===== config.mk =====
export PLATFORM = sky130hd
export DESIGN_NAME = mod_counter_cfg
export DESIGN_NICKNAME = d
export VERILOG_FILES = /design/src/rtl/mod_counter_cfg.sv
export SDC_FILE = /design/constraint.sdc
export NUM_CORES = 1
export LEC_CHECK = 0
export BUFFER_PORTS_ARGS = -buffer_cell sky130_fd_sc_hd__buf_2
export CORE_AREA = 2 2 82 84
export CTS_BUF_LIST = sky130_fd_sc_hd__clkbuf_8
export DETAILED_ROUTE_END_ITERATION = 8
export DIE_AREA = 0 0 84 86
export GPL_ROUTABILITY_DRIVEN = 0
export PLACE_DENSITY = 0.74
export SLEW_MARGIN = 40
export SYNTH_ARGS = -nofsm -noshare
export SYNTH_HDL_FRONTEND = slang
export SYNTH_SLANG_ARGS = --single-unit

===== constraint.sdc =====
create_clock -name clk -period 7.51 [get_ports clk]
set_input_delay 0 -clock clk [delete_from_list [all_inputs] [get_ports clk]]
set_output_delay 0 -clock clk [all_outputs]
set_load 0.02 [all_outputs]

===== src/rtl/mod_counter_cfg.sv =====
// Programmable modulo up/down enable counter with shadowed modulus and a
// zero-latency terminal-count enable for cascading stages.
module mod_counter_cfg #(
    parameter int WIDTH       = 12,
    parameter int DEFAULT_MOD = 1000
) (
    input  logic             clk,
    input  logic             rst_n,
    input  logic             en,
    input  logic             dir,
    input  logic             clr,
    input  logic             load,
    input  logic [WIDTH-1:0] load_val,
    input  logic [WIDTH-1:0] mod_val,
    output logic [WIDTH-1:0] cnt,
    output logic [WIDTH-1:0] mod_q,
    output logic             next_en
);

    localparam logic [WIDTH-1:0] DEF_MOD = WIDTH'(DEFAULT_MOD);
    localparam logic [WIDTH-1:0] ZERO    = '0;
    localparam logic [WIDTH-1:0] ONE     = WIDTH'(1);
    localparam logic [WIDTH-1:0] TWO     = WIDTH'(2);

    logic [WIDTH-1:0] cnt_q, cnt_d;
    logic [WIDTH-1:0] shadow_q, shadow_d;
    logic [WIDTH-1:0] m_req;
    logic [WIDTH-1:0] mod_m1;
    logic             term;

    // A modulus of 1 would make the counter stick; it is raised to 2.
    always_comb begin
        m_req = mod_val;
        if (mod_val == ZERO) begin
            m_req = DEF_MOD;
        end else if (mod_val == ONE) begin
            m_req = TWO;
        end
    end

    // Counting up, anything at or past the last legal value wraps.
    assign mod_m1 = shadow_q - ONE;
    assign term   = dir ? (cnt_q >= mod_m1) : (cnt_q == ZERO);

    always_comb begin
        cnt_d    = cnt_q;
        shadow_d = shadow_q;
        if (clr) begin
            cnt_d    = ZERO;
            shadow_d = m_req;
        end else if (load) begin
            cnt_d = (load_val > mod_m1) ? mod_m1 : load_val;
        end else if (en) begin
            if (term) begin
                cnt_d    = dir ? ZERO : (m_req - ONE);
                shadow_d = m_req;
            end else begin
                cnt_d = dir ? (cnt_q + ONE) : (cnt_q - ONE);
            end
        end
    end

    always_ff @(posedge clk or negedge rst_n) begin
        if (!rst_n) begin
            cnt_q    <= ZERO;
            shadow_q <= DEF_MOD;
        end else begin
            cnt_q    <= cnt_d;
            shadow_q <= shadow_d;
        end
    end

    assign next_en = rst_n & en & ~clr & ~load & term;
    assign cnt     = cnt_q;
    assign mod_q   = shadow_q;

endmodule


==> metrics.cfg, run 1 <==
[floorplanning]
core_area_sq_mm = 0.00628
die_x_um = 84
initial_core_util_pct = 44.7
fp.dieH_um = 86
ioPinCount = 55
die-area_sq_mm = 0.00722
fp-row-count = 29

[yosys]
synth-seq-area-share_pct = 21.7
async_flop_share_pct = 100
synth_cell_types = 57
syn_area_sq_mm = 0.00281
syn_area_per_cell_sq_um = 8.07
synth-edff-count = 0
synth_flop_cell = dfrtp_1
syn_nets = 413
synth-seq-cells = 24
yosysWarnings = 0
synth_cells = 348

[pwr]
internal_power_w = 0.000344
irDropWorstVdd_mv = 0.130
p_leak_nw = 1.43
pwr-share-clk_pct = 12.2
p_comb_share_pct = 57.4
power_w = 0.000633
powerDensity_mw_per_mm2 = 199
swShare_pct = 45.6
seq_power_share_pct = 30.4
switchingPower_w = 0.000289

[finish]
final_cell_count_no_fill = 476
drive_above_1_share_pct = 21.8
nets = 465
fillers = 612
area_growth_pct = 13.2
final_core_util_pct = 50.6
n_antenna_cell = 0

[setup_path]
required_ns = 7.67
cpPeakStageDelay_ns = 0.51
cpMostUsedCell = ha_1
path_buf_inv = 1
crit_type = register to register
crit_family = compound AO/OA/AOI/OAI gates
crit_path_start_kind = register
cp_cell_sequence = inv_1 -> ha_1 -> or4b_4 -> nor2_1 -> xnor2_1 -> ha_1 -> and3_1 -> a221oi_1 -> o32ai_1 -> maj3_2 -> a31oi_4 -> o31a_2 -> mux2_2
arrival_ns = 4.34
worstPathMaxFanout = 19
crit_path_top_delay_cell = or4b_4
crit_path_end_kind = register

[placement]
io_buffers = 54
place_inst = 470
place_hpwl_um = 6430

[timing]
final_max_slew_viol_count = 0
max_slew_margin_pct = 58.9
clock_skew_ns = 0.00455
period_minus_slack_ns = 4.18
final.period_utilization_pct = 55.7
tightestPinTransition_ns = 0.609
fmax_mhz = 239
tns_ns = 0
grt_setup_unrepaired = no
setup_viol = 0
hold_viol = 0

[global_routing]
use_met3_pct = 3.56
grt_max_degree = 26
grt.busiest_layer = met2
use_met1_pct = 31.2
track_usage_pct = 22.2
overflow = 0
antenna_found_initial = 0
grt_pass1_vias = 2587
met2_usage_pct = 35.9
grt_pass1_wl_um = 13000

[detailed_routing]
route.detailed.drc = 0
ant_nets = 0
via_count = 2833
drt_wl_total_um = 7920
drt_pass1_iterations = 6
viasPerCell = 5.95
routedWlPerCell_um = 16.6
first_iter_violations = 332

[hold_path]
hold_class = input pin to register

[clock_tree]
clk_pin_slew_worst_paths_ns = 0.08
cts_max_path_buffers = 2
post_cts_buffers = 0
cts_tree = done
root_buffer = clkbuf_8
clock_sinks = 24
clk-insertion-delay-late_ns = 0.27
cts_resized = 0
htree_levels = 1
cts_buffers = 3

[status]
outcome = finished, final reports clean

[run]
max-cap-violations = 0

synthesized netlist by cell type (4+ instances only):
library cell  number  area [sq um]
a21o_1             4          30.0
a21oi_1           34           170
nand3_1           11          55.1
dfstp_2            6           158
or2_2              7          43.8
ha_1              34           425
dfrtp_1           18           450
nor3_1            13          65.1
inv_1             13          48.8
nand2_1           31           116
nor2_1            28           105
xnor2_1           14           123
clkbuf_1           7          26.3
o21ai_0           28           140
mux2_2             4          45.0
xor2_1            11          96.3
o21a_1             4          30.0
nor4_1             6          37.5
or3_1              7          43.8
metrics by stage:
stage          setup WS (ns)  hold slack [ns]  instance area (sq um)
6_report                3.33           0.0206                   3180
5_1_grt                 3.15           0.0265                   3180
4_1_cts                 3.37           0.0194                   3180
3_5_place_dp            3.38          0.00599                   3110
3_3_place_gp            3.52          0.00492                   3110
2_1_floorplan           3.75           -0.296                   2810
power groups by stage:
stage | Clock, W | Sequential, W | Combinational (W)
2_1_floorplan | 0 | 0.000208 | 0.000241
3_3_place_gp | 0 | 0.000193 | 0.000352
3_5_place_dp | 0 | 0.000194 | 0.000359
4_1_cts | 0.0000772 | 0.000192 | 0.000362
5_1_grt | 0.0000824 | 0.000196 | 0.000405
6_report | 0.0000771 | 0.000193 | 0.000363
per-layer routing:
layer | wire length (um) | part of all wire (%)
met5 | 0 | 0
met4 | 197 | 2.5
met3 | 569 | 7.2
met2 | 3550 | 45
met1 | 3600 | 45
area by class of cell:
cell class / instances / area, sq um / area share, %
clock inverters: 1 / 3.75 / 0.118
multi-input cells: 301 / 2080 / 65.5
clock buffers: 3 / 41.3 / 1.30
inverters: 13 / 48.8 / 1.54
repair buffers: 57 / 298 / 9.37
well taps: 77 / 96.3 / 3.03
flip-flops and latches: 24 / 608 / 19.1
cell families after synthesis:
group | count (synthesis) | synth area share, %
simple gates | 127 | 22.9
compound gates | 106 | 24.0
fa+ha+maj | 36 | 16.3
xor+xnor | 26 | 8.60
flops | 24 | 21.7
buf+inv | 23 | 4.19
mux | 6 | 2.32
what timing repair did:
action                     CTS  global route
hold buffers                 2             0
setup endpoints to repair    0             0
hold endpoints to repair    19             0
sequential cells by signal, indices dropped and copies added, names as in the netlist:
name   cells
cnt       12
mod_q     12
cells in the final DEF (no fill, tap or decap), types with 6 or more instances in the layout:
cell type / n
inv_1: 14
ha_1: 34
dfrtp_1: 18
nor2_1: 28
nor3_1: 13
nand3_1: 11
xnor2_1: 14
a21oi_1: 34
dfstp_2: 6
xor2_1: 11
nor4_1: 6
nand2_1: 31
buf_2: 54
o21ai_0: 28
or2_2: 7
or3_1: 7
path summary, 6_finish.rpt:
check	start	endpoint	cells past startpoint	slack (ns)
min in group asynchronous	rst_n	cnt[10]	2	0.24
max	mod_q[0]	mod_q[10]	13	3.33
min	mod_val[11]	mod_q[11]	2	0.02
min reg2reg	mod_q[8]	mod_q[8]	2	0.51
max reg2reg	mod_q[0]	mod_q[10]	13	3.33
max in group asynchronous	rst_n	mod_q[3]	2	6.91
Power figures use the tool's default switching activity.
==> run 2, diff against run 1 <==
- clock period: 7.51 -> 4.06 ns (I/O delays scaled with it)
==> run 2 against run 1 <==
Hold slack better by 0.0045 ns; worst setup slack worse by 3.1 ns; clock-buffer cell count increased by 1; highest routed layer unchanged; non-clock buffer count grew 3; clock skew down 0.0018 ns; largest power group unchanged.
==> metrics.cfg, run 2 (same netlist as run 1, synthesis figures left out) <==
[run]
max-cap-violations = 0

[timing]
fin_ws_ns = 0.250
period_minus_slack_ns = 3.81
fmax_mhz = 262
hold_viol = 0
max_slew_margin_pct = 57.3
tightestPinTransition_ns = 0.638
clock_skew_ns = 0.00271
timing.hold.ws_ns = 0.0252
final.period_utilization_pct = 93.9
final_max_slew_viol_count = 0
tns_ns = 0
setup_viol = 0

[pwr]
swShare_pct = 45.0
power_w = 0.00121
seq_power_share_pct = 29.5
pwr-share-clk_pct = 13.5
powerDensity_mw_per_mm2 = 375
p_comb_share_pct = 57.0
internal_power_w = 0.000663
irDropWorstVdd_mv = 0.215
p_leak_nw = 1.45
switchingPower_w = 0.000543

[clock_tree]
cts_tree = done
cts_buffers = 3
clk_pin_slew_worst_paths_ns = 0.08
clock_sinks = 24
root_buffer = clkbuf_8
htree_levels = 1
cts_max_path_buffers = 2
clk-insertion-delay-late_ns = 0.27

[detailed_routing]
via_count = 2917
drt_pass1_iterations = 5
viasPerCell = 6.09
drt_wl_total_um = 8110
routedWlPerCell_um = 16.9
ant_nets = 0
first_iter_violations = 294
route.detailed.drc = 0

[finish]
multiInputGateArea_sq_mm = 0.00209
area_growth_pct = 14.6
fillers = 629
nets = 468
final_common_cell = buf_2
final_core_util_pct = 51.3
regArea_sq_um = 608
final_cell_mix = buf_2, a21oi_1, ha_1
drive_above_1_share_pct = 22.9
n_antenna_cell = 0

[global_routing]
antenna_found_initial = 0
grt_max_degree = 26
grt_pass1_vias = 2706
grt_pass1_wl_um = 13400
overflow = 0
track_usage_pct = 22.8

[placement]
io_buffers = 54
place_hpwl_um = 6480
pre_cts_slack_ns = 0.309

[setup_path]
crit_path_top_delay_cell = or4b_4
arrival_ns = 4.01
cp-endpoint = cnt[9]
crit_path_start_kind = register
crit_type = register to register
ff2ff_setup_slack_ns = 0.25
crit_start = mod_q[0]
cpPeakStageDelay_ns = 0.51
worstPathMaxFanout = 8
cp_cell_sequence = inv_1 -> ha_1 -> or4b_4 -> nor2_1 -> xnor2_1 -> ha_1 -> and3_1 -> a221oi_1 -> o32ai_1 -> maj3_2 -> a31oi_4 -> buf_4 -> o21ai_2 -> a211o_1 -> a21oi_1
crit_path_end_kind = register
crit_family = compound AO/OA/AOI/OAI gates
rr_worst_depth = 15
path_buf_inv = 2
regToRegStartpoint = mod_q[0]
crit_cells = 15
required_ns = 4.26
worstReg2RegEnd = cnt[9]
cpMostUsedCell = ha_1

[floorplanning]
fp-row-count = 29
initial_core_util_pct = 44.7
ioPinCount = 55
die_x_um = 84
fp.dieH_um = 86
die-area_sq_mm = 0.00722
core_area_sq_mm = 0.00628

[status]
outcome = finished, final reports clean

[hold_path]
hold_class = input pin to register

-- run 2: cell types whose count changed in the layout (fill, tap and decap cells not counted) --
cell	previous run	this run
o211a_1	1	0
o211a_4	0	1
clkbuf_8	3	4
buf_4	1	4
inv_1	14	13
-- run 2: cell type report --
type,instances,area share (%)
multi-input combinational,301,64.9
sequential,24,18.9
timing repair buffer,60,9.95
tap,77,2.99
clock buffer,4,1.71
inverter,13,1.52
-- run 2: routing by layer --
layer | vias to the layer above | GRT usage [%] | wire, um
li1 | 1412 | - | -
met5 | - | 0 | 0
met3 | 12 | 4.04 | 527
met4 | 0 | 3.67 | 110
met1 | 1369 | 31.3 | 3750
met2 | 124 | 38.3 | 3720
-- run 2: how the worst min path moves through the flow --
stage / start / end / slack [ns] / depth (start not counted)
2_1_floorplan: rst_n / cnt[0] / -0.30 / 0
3_3_place_gp: rst_n / mod_q[1] / 0.02 / 1
3_5_place_dp: rst_n / mod_q[1] / 0.02 / 1
4_1_cts: mod_val[11] / mod_q[11] / 0.02 / 2
5_1_grt: mod_val[11] / mod_q[11] / 0.02 / 2
6_report: mod_val[11] / mod_q[11] / 0.03 / 2
-- run 2: repair_timing --
item | in CTS | in global routing
hold buffers | 2 | 0
buffers inserted | 0 | 0
resized for setup | 0 | 1
hold endpoints to repair | 19 | 0
endpoints found under the setup margin | 0 | 2
-- run 2: power by group through the flow --
| stage | Clock (W) | Sequential [W] | Combinational (W) |
|---|---|---|---|
| floorplan | 0 | 0.000385 | 0.000446 |
| global placement | 0 | 0.000357 | 0.000661 |
| detailed placement | 0 | 0.000358 | 0.000673 |
| CTS | 0.000164 | 0.000353 | 0.000678 |
| global route | 0.000175 | 0.000362 | 0.000769 |
| finish | 0.000163 | 0.000356 | 0.000688 |
-- run 2: through the flow --
step / instances / area, sq um
6_report: 479 / 3220
5_1_grt: 479 / 3220
4_1_cts: 479 / 3210
3_5_place_dp: 473 / 3140
3_3_place_gp: 473 / 3140
2_1_floorplan: 348 / 2810
